**src/rtl/fetch_pkg.sv**
```systemverilog
// Shared types and defaults for the instruction fetch unit.
// Entry layout, FIFO depth and PC stepping live here.
package fetch_pkg;

    localparam int FETCH_ADDR_W     = 32;
    localparam int FETCH_INSTR_W    = 48;
    localparam int FETCH_FIFO_DEPTH = 2;
    localparam int FETCH_CNT_W      = $clog2(FETCH_FIFO_DEPTH + 1);
    localparam int FETCH_PC_STEP    = 4;

    localparam logic [FETCH_ADDR_W-1:0] FETCH_RESET_PC = '0;

    typedef struct packed {
        logic [FETCH_ADDR_W-1:0]  pc;
        logic [FETCH_INSTR_W-1:0] instr;
    } fetch_entry_t;

endpackage

```
**src/rtl/fetch_skid_fifo.sv**
```systemverilog
// Two-entry skid buffer for fetched {pc, instr} entries.
// Flush and reset empty it; head is the oldest entry.
module fetch_skid_fifo
    import fetch_pkg::*;
#(
    parameter int W = FETCH_ADDR_W + FETCH_INSTR_W
) (
    input  logic                   clk,
    input  logic                   rst,
    input  logic                   push,
    input  logic                   pop,
    input  logic                   flush,
    input  logic [W-1:0]           din,
    output logic [W-1:0]           head,
    output logic [FETCH_CNT_W-1:0] count
);

    logic [W-1:0] mem [FETCH_FIFO_DEPTH];
    logic         rd_ptr;
    logic         wr_ptr;

    assign head = mem[rd_ptr];

    // Pointer and occupancy bookkeeping; flush drops everything held.
    always_ff @(posedge clk) begin
        if (rst || flush) begin
            rd_ptr <= 1'b0;
            wr_ptr <= 1'b0;
            count  <= '0;
        end else begin
            if (push) begin
                wr_ptr <= ~wr_ptr;
            end
            if (pop) begin
                rd_ptr <= ~rd_ptr;
            end
            count <= count + FETCH_CNT_W'(push) - FETCH_CNT_W'(pop);
        end
    end

    // Storage has no reset; occupancy decides what is meaningful.
    always_ff @(posedge clk) begin
        if (push && !rst && !flush) begin
            mem[wr_ptr] <= din;
        end
    end

endmodule

```
**src/rtl/instruction_fetch_unit.sv**
```systemverilog
// PC owner and ROM read master feeding decode over valid/ready.
// Issues a read only when the skid FIFO can absorb its response.
module instruction_fetch_unit
    import fetch_pkg::*;
#(
    parameter int                ADDR_W   = FETCH_ADDR_W,
    parameter int                INSTR_W  = FETCH_INSTR_W,
    parameter logic [ADDR_W-1:0] RESET_PC = FETCH_RESET_PC,
    parameter int                PC_STEP  = FETCH_PC_STEP
) (
    input  logic               CLK,
    input  logic               Reset,
    output logic [ADDR_W-1:0]  Rom_Address,
    input  logic [INSTR_W-1:0] Rom_Instr,
    output logic               If_Valid,
    input  logic               If_Ready,
    output logic [ADDR_W-1:0]  If_Pc,
    output logic [INSTR_W-1:0] If_Instr,
    input  logic               Redirect_Valid,
    input  logic [ADDR_W-1:0]  Redirect_Pc
);

    localparam int E = ADDR_W + INSTR_W;

    logic [ADDR_W-1:0]      fetch_pc;
    logic [ADDR_W-1:0]      req_pc_q;
    logic                   req_valid_q;
    logic [ADDR_W-1:0]      redirect_target;
    logic                   rsp_valid;
    logic [E-1:0]           rsp_data;
    logic [E-1:0]           head;
    logic [FETCH_CNT_W-1:0] count;
    logic [FETCH_CNT_W:0]   count_next;
    logic                   fifo_busy;
    logic                   pop;
    logic                   fifo_pop;
    logic                   push;
    logic                   issue;

    assign redirect_target = Redirect_Pc & ~ADDR_W'(3);
    assign Rom_Address = Redirect_Valid ? redirect_target : fetch_pc;

    assign rsp_valid = req_valid_q && !Redirect_Valid;
    assign rsp_data  = {req_pc_q, Rom_Instr};
    assign fifo_busy = (count != '0);

    assign If_Valid = !Reset && !Redirect_Valid && (fifo_busy || rsp_valid);
    assign {If_Pc, If_Instr} = fifo_busy ? head : rsp_data;

    assign pop      = If_Valid && If_Ready;
    assign fifo_pop = pop && fifo_busy;
    assign push     = rsp_valid && !Reset && !(!fifo_busy && pop);

    // Occupancy after this cycle decides whether a new read fits.
    always_comb begin
        count_next = '0;
        if (!Redirect_Valid) begin
            count_next = {1'b0, count}
                       + (FETCH_CNT_W + 1)'(push)
                       - (FETCH_CNT_W + 1)'(fifo_pop);
        end
    end

    assign issue = !Reset && (count_next <= (FETCH_CNT_W + 1)'(1));

    // PC advance and in-flight read tracking.
    always_ff @(posedge CLK) begin
        if (Reset) begin
            fetch_pc    <= RESET_PC;
            req_valid_q <= 1'b0;
            req_pc_q    <= '0;
        end else if (issue) begin
            req_valid_q <= 1'b1;
            req_pc_q    <= Rom_Address;
            fetch_pc    <= Rom_Address + ADDR_W'(PC_STEP);
        end else begin
            req_valid_q <= 1'b0;
        end
    end

    fetch_skid_fifo #(
        .W(E)
    ) u_fifo (
        .clk   (CLK),
        .rst   (Reset),
        .push  (push),
        .pop   (fifo_pop),
        .flush (Redirect_Valid),
        .din   (rsp_data),
        .head  (head),
        .count (count)
    );

endmodule

```
**config.mk**
```make
export PLATFORM = sky130hd
export DESIGN_NAME = instruction_fetch_unit
export DESIGN_NICKNAME = d
export VERILOG_FILES = /design/src/rtl/fetch_pkg.sv /design/src/rtl/fetch_skid_fifo.sv /design/src/rtl/instruction_fetch_unit.sv
export SDC_FILE = /design/constraint.sdc
export NUM_CORES = 1
export LEC_CHECK = 0
export ABC_AREA = 0
export CAP_MARGIN = 40
export CORE_MARGIN = 2
export CORE_UTILIZATION = 52
export DETAILED_ROUTE_END_ITERATION = 8
export HOLD_SLACK_MARGIN = 0.08
export PLACE_DENSITY = 0.8
export SLEW_MARGIN = 20
export SYNTH_ARGS = -nofsm -noshare
export SYNTH_HDL_FRONTEND = slang
export SYNTH_SLANG_ARGS = --single-unit
```
**constraint.sdc**
```tcl
create_clock -name CLK -period 7.6 [get_ports CLK]
set_input_delay 0.76 -clock CLK [delete_from_list [all_inputs] [get_ports CLK]]
set_output_delay 0.76 -clock CLK [all_outputs]
set_load 0.005 [all_outputs]
```
==> PnR_summary.wiki <==
{| class="wikitable"
! Metric !! Value
|-
| Htree depth || 1
|-
| Antenna Violating Nets Remaining || 0
|-
| Top cells by instance count after synthesis || sky130_fd_sc_hd__edfxtp_1, sky130_fd_sc_hd__nor2_1, sky130_fd_sc_hd__mux2i_1, sky130_fd_sc_hd__a21oi_1, sky130_fd_sc_hd__dfxtp_1
|-
| Top achievable clock speed || 0.253 GHz
|-
| Slew at the pin closest to its max-slew limit || approximately 750 ps
|-
| CORE AREA || a little under 20000 sq um
|-
| Final clock period utilization by the worst path || 52.1%
|-
| Num CTS Buffers || 24
|-
| HPWL after detailed placement || 15300 um
|-
| Starting Density || 53.0%
|-
| Share of total power in combinational logic || 10.8%
|-
| Outcome || complete, no violations
|-
| Share of the synthesized area in the top cell type || 46.8%
|-
| GRT Resource Usage Total || between 20% and 30%
|-
| Register bit count reported by yosys || 228
|-
| Root buffer selected by CTS || sky130_fd_sc_hd__clkbuf_16
|-
| Layout overhead on the synthesized area || 29.8%
|-
| Maximum clock insertion buffer count || 3
|-
| Final standard cell count with taps included and fillers excluded || 1358
|-
| Full die area || between 20000 and 25000 sq um
|-
| Setup Viol. Count Final || 0
|-
| Initial antenna violation count || 2
|-
| First-pass iteration count of the detailed router || 4
|-
| Distinct cells, synth || 70
|-
| Per-cell routed wire length || 17.6 um
|-
| DIE HEIGHT || 145 um
|-
| Insertion delay to the later sink of the worst-skew pair || 510 ps
|-
| IO buf count || 194
|-
| Proportion of layout cells with a drive suffix above 1 || 7.70%
|-
| Peak fanout along the critical path || 57
|-
| Internal portion of total power || about 2.2 mW
|-
| Synth top area cells || sky130_fd_sc_hd__edfxtp_1, sky130_fd_sc_hd__dfxtp_1, sky130_fd_sc_hd__mux2i_1
|-
| Unrepaired setup endpoints after global routing || no
|-
| Total detailed-routing wirelength || 23900 um
|-
| Part of the power in the clock network || 40.2%
|-
| Data required time at the worst endpoint || 7990 ps
|-
| Standard-cell rows || 51
|-
| Storage cell area || between 6000 and 7000 sq um
|-
| LEAKAGE || 4.65 nW
|-
| PnR Total Power || 2.83 mW
|-
| Launching element type of the critical path || input pin
|-
| Worst vdd rail ir drop || approximately 130 uV
|-
| Multi-input logic area || 3760 sq um
|-
| Switching power total || about 630 uW
|-
| Clock Sinks || 228
|-
| Commonest register cell after synthesis || sky130_fd_sc_hd__edfxtp_1
|-
| Maximum number of pins on one net before global-route repair || 90
|-
| Iteration-0 DRC count of the detailed router || 496
|-
| Minimum clock period after layout || 3960 ps
|-
| Detailed-route vias per instance || 5.54
|-
| Setup repair bufs after CTS || 0
|-
| Most common cell in the synthesized netlist || sky130_fd_sc_hd__edfxtp_1
|-
| # fillers || 1468
|-
| Sw Share || roughly 22%
|-
| Hold buffers post-CTS || 0
|-
| EDFF count, synth || between 150 and 200
|-
| Crit path kind || in2reg
|-
| CTS tree || built
|-
| Placed Instances || ~1300
|-
| Arrival time reported for the critical path endpoint || 4350 ps
|-
| Endpoints failing hold || 0
|-
| Final cell utilization of the core || 68.8%
|-
| Clock transition at the registers of the reported paths || 60 ps
|-
| Max Cap Viol || 0
|-
| Power per cell area || 212 nW/um^2
|-
| Sequential fraction of the synthesis area || between 60% and 70%
|-
| Skew final || 15.7 ps
|-
| Library cell occupying the most area in the post-synthesis netlist || sky130_fd_sc_hd__edfxtp_1
|-
| Total Neg Setup Slack || 0 ps
|-
| Total global routing overflow || 0
|-
| Total number of yosys warnings || 0
|-
| Synthesized Nets || 985
|-
| Synth Cell Area || 10300 sq um
|-
| Number of global-route vias before repair || about 7000
|-
| Number of nets in the layout || 1161
|-
| Final Max Slew Viols || 0
|-
| Wire length of the first global-routing pass || 36500 um
|-
| Synth Area per Inst || around 11 sq um
|-
| Number of instances in the synthesized netlist || 897
|-
| Worst slew slack as a fraction of its limit || 49.8%
|-
| I/O Pins || 197
|-
| Power share of the sequential group || 49.0%
|-
| Hold crit path type || reg2reg
|-
| Proportion of register bits with asynchronous set or reset after synthesis || 0%
|-
| Final GP Congestion || 0.862
|-
| Overall via count from detail_route || 7525
|-
| Die outline width || between 100 and 150 um
|-
| DRC violations left || 0
|-
| Endpoint kind of the worst setup timing path || flip-flop
|-
| Resize count post-CTS || 0
|}
==> state kept, by name, summed over array words and instances, names as in the netlist, named ones only <==
register	flops
req_pc_q	30
req_valid_q	1
u_fifo.mem	160
fetch_pc	32
u_fifo.wr_ptr	1
u_fifo.rd_ptr	1
u_fifo.count	2
==> metrics by stage <==
stage / hold WS (ps) / cell area [sq um] / setup slack, ps
global placement: 441 / 12400 / 3020
global route: 498 / 13300 / 3400
CTS: 479 / 13200 / 3570
floorplan: 421 / 10300 / 1630
finish: 481 / 13300 / 3640
detailed placement: 451 / 12500 / 3160
==> worst paths after layout <==
check / startpoint / end / slack (ps) / cells past startpoint
worst min register to register: fetch_pc[7]$_SDFFE_PP0P_ / fetch_pc[7]$_SDFFE_PP0P_ / 480 / 2
worst max register to register: u_fifo.count[1]$_SDFF_PP0_ / fetch_pc[29]$_SDFFE_PP0P_ / 3640 / 14
worst max-delay path: Reset / fetch_pc[29]$_SDFFE_PP0P_ / 3640 / 15
worst min-delay path: fetch_pc[7]$_SDFFE_PP0P_ / fetch_pc[7]$_SDFFE_PP0P_ / 480 / 2
==> logic make-up after synthesis <==
family	synth area share (%)
XOR/XNOR	1.11
AND/OR/NAND/NOR	13.7
multiplexers	10.6
flip-flops	60.0
adder cells (fa/ha/maj)	0.560
AO/OA/AOI/OAI	10.4
buffers and inverters	3.71
==> power groups by stage <==
| stage | registers (mW) | logic [mW] | clock network (mW) |
|---|---|---|---|
| after floorplan | 1.41 | 0.130 | 0 |
| after global placement | 1.41 | 0.294 | 0 |
| after detailed placement | 1.41 | 0.301 | 0 |
| after CTS | 1.39 | 0.304 | 1.16 |
| after global routing | 1.39 | 0.331 | 1.21 |
| final | 1.39 | 0.305 | 1.14 |
==> layout by cell type, fill, tap and decap left out, types with 3 or more instances in the layout <==
master / instances
sky130_fd_sc_hd__clkinv_2: 5
sky130_fd_sc_hd__buf_16: 6
sky130_fd_sc_hd__ha_1: 3
sky130_fd_sc_hd__nor2b_1: 3
sky130_fd_sc_hd__clkdlybuf4s50_1: 192
sky130_fd_sc_hd__nand3_1: 35
sky130_fd_sc_hd__and3_1: 6
sky130_fd_sc_hd__mux2_2: 10
sky130_fd_sc_hd__and2_1: 5
sky130_fd_sc_hd__o21ai_0: 7
sky130_fd_sc_hd__nand3b_1: 5
sky130_fd_sc_hd__or4_1: 5
sky130_fd_sc_hd__o211ai_1: 3
sky130_fd_sc_hd__buf_4: 8
sky130_fd_sc_hd__o22ai_1: 5
sky130_fd_sc_hd__nand4_1: 16
sky130_fd_sc_hd__nor3_1: 19
sky130_fd_sc_hd__clkinv_1: 6
sky130_fd_sc_hd__a22oi_1: 4
sky130_fd_sc_hd__nand4b_1: 7
sky130_fd_sc_hd__o31ai_1: 3
sky130_fd_sc_hd__a31oi_1: 3
sky130_fd_sc_hd__inv_1: 25
sky130_fd_sc_hd__dfxtp_1: 67
sky130_fd_sc_hd__nor2_1: 126
sky130_fd_sc_hd__edfxtp_1: 160
sky130_fd_sc_hd__xnor2_1: 13
sky130_fd_sc_hd__a21oi_1: 92
sky130_fd_sc_hd__mux2i_1: 96
sky130_fd_sc_hd__nand2_1: 42
sky130_fd_sc_hd__o2111ai_1: 4
sky130_fd_sc_hd__a211oi_1: 23
sky130_fd_sc_hd__clkbuf_16: 25
==> layer usage <==
| layer | track usage, % | vias to the layer above | share of wire [%] |
|---|---|---|---|
| met4 | 4.14 | 0 | 1.1 |
| li1 | - | 3684 | - |
| met2 | 36.1 | 255 | 47 |
| met5 | 0 | - | 0 |
| met3 | 4.04 | 23 | 7.5 |
| met1 | 30.9 | 3563 | 45 |
==> area by class of cell <==
cell class	instances	share of cell area (%)
well taps	265	2.49
multi-input cells	582	28.2
inverters	27	0.760
clock buffers	28	4.85
clock inverters	16	0.985
repair buffers	210	16.5
diodes	2	0.0375
flip-flops and latches	228	46.3
==> critical path, stage by stage <==
cell                       delay, ps
sky130_fd_sc_hd__buf_2            80
sky130_fd_sc_hd__buf_4           490
sky130_fd_sc_hd__nor2_2          170
sky130_fd_sc_hd__and3_1          260
sky130_fd_sc_hd__ha_1            280
sky130_fd_sc_hd__inv_1            40
sky130_fd_sc_hd__ha_1            210
sky130_fd_sc_hd__fa_1            380
sky130_fd_sc_hd__xnor2_1         310
sky130_fd_sc_hd__o21bai_4        150
sky130_fd_sc_hd__buf_12          190
sky130_fd_sc_hd__nand2_1         280
sky130_fd_sc_hd__inv_1           170
sky130_fd_sc_hd__a32o_1          270
sky130_fd_sc_hd__a311o_1         260
Power figures use the tool's default switching activity.
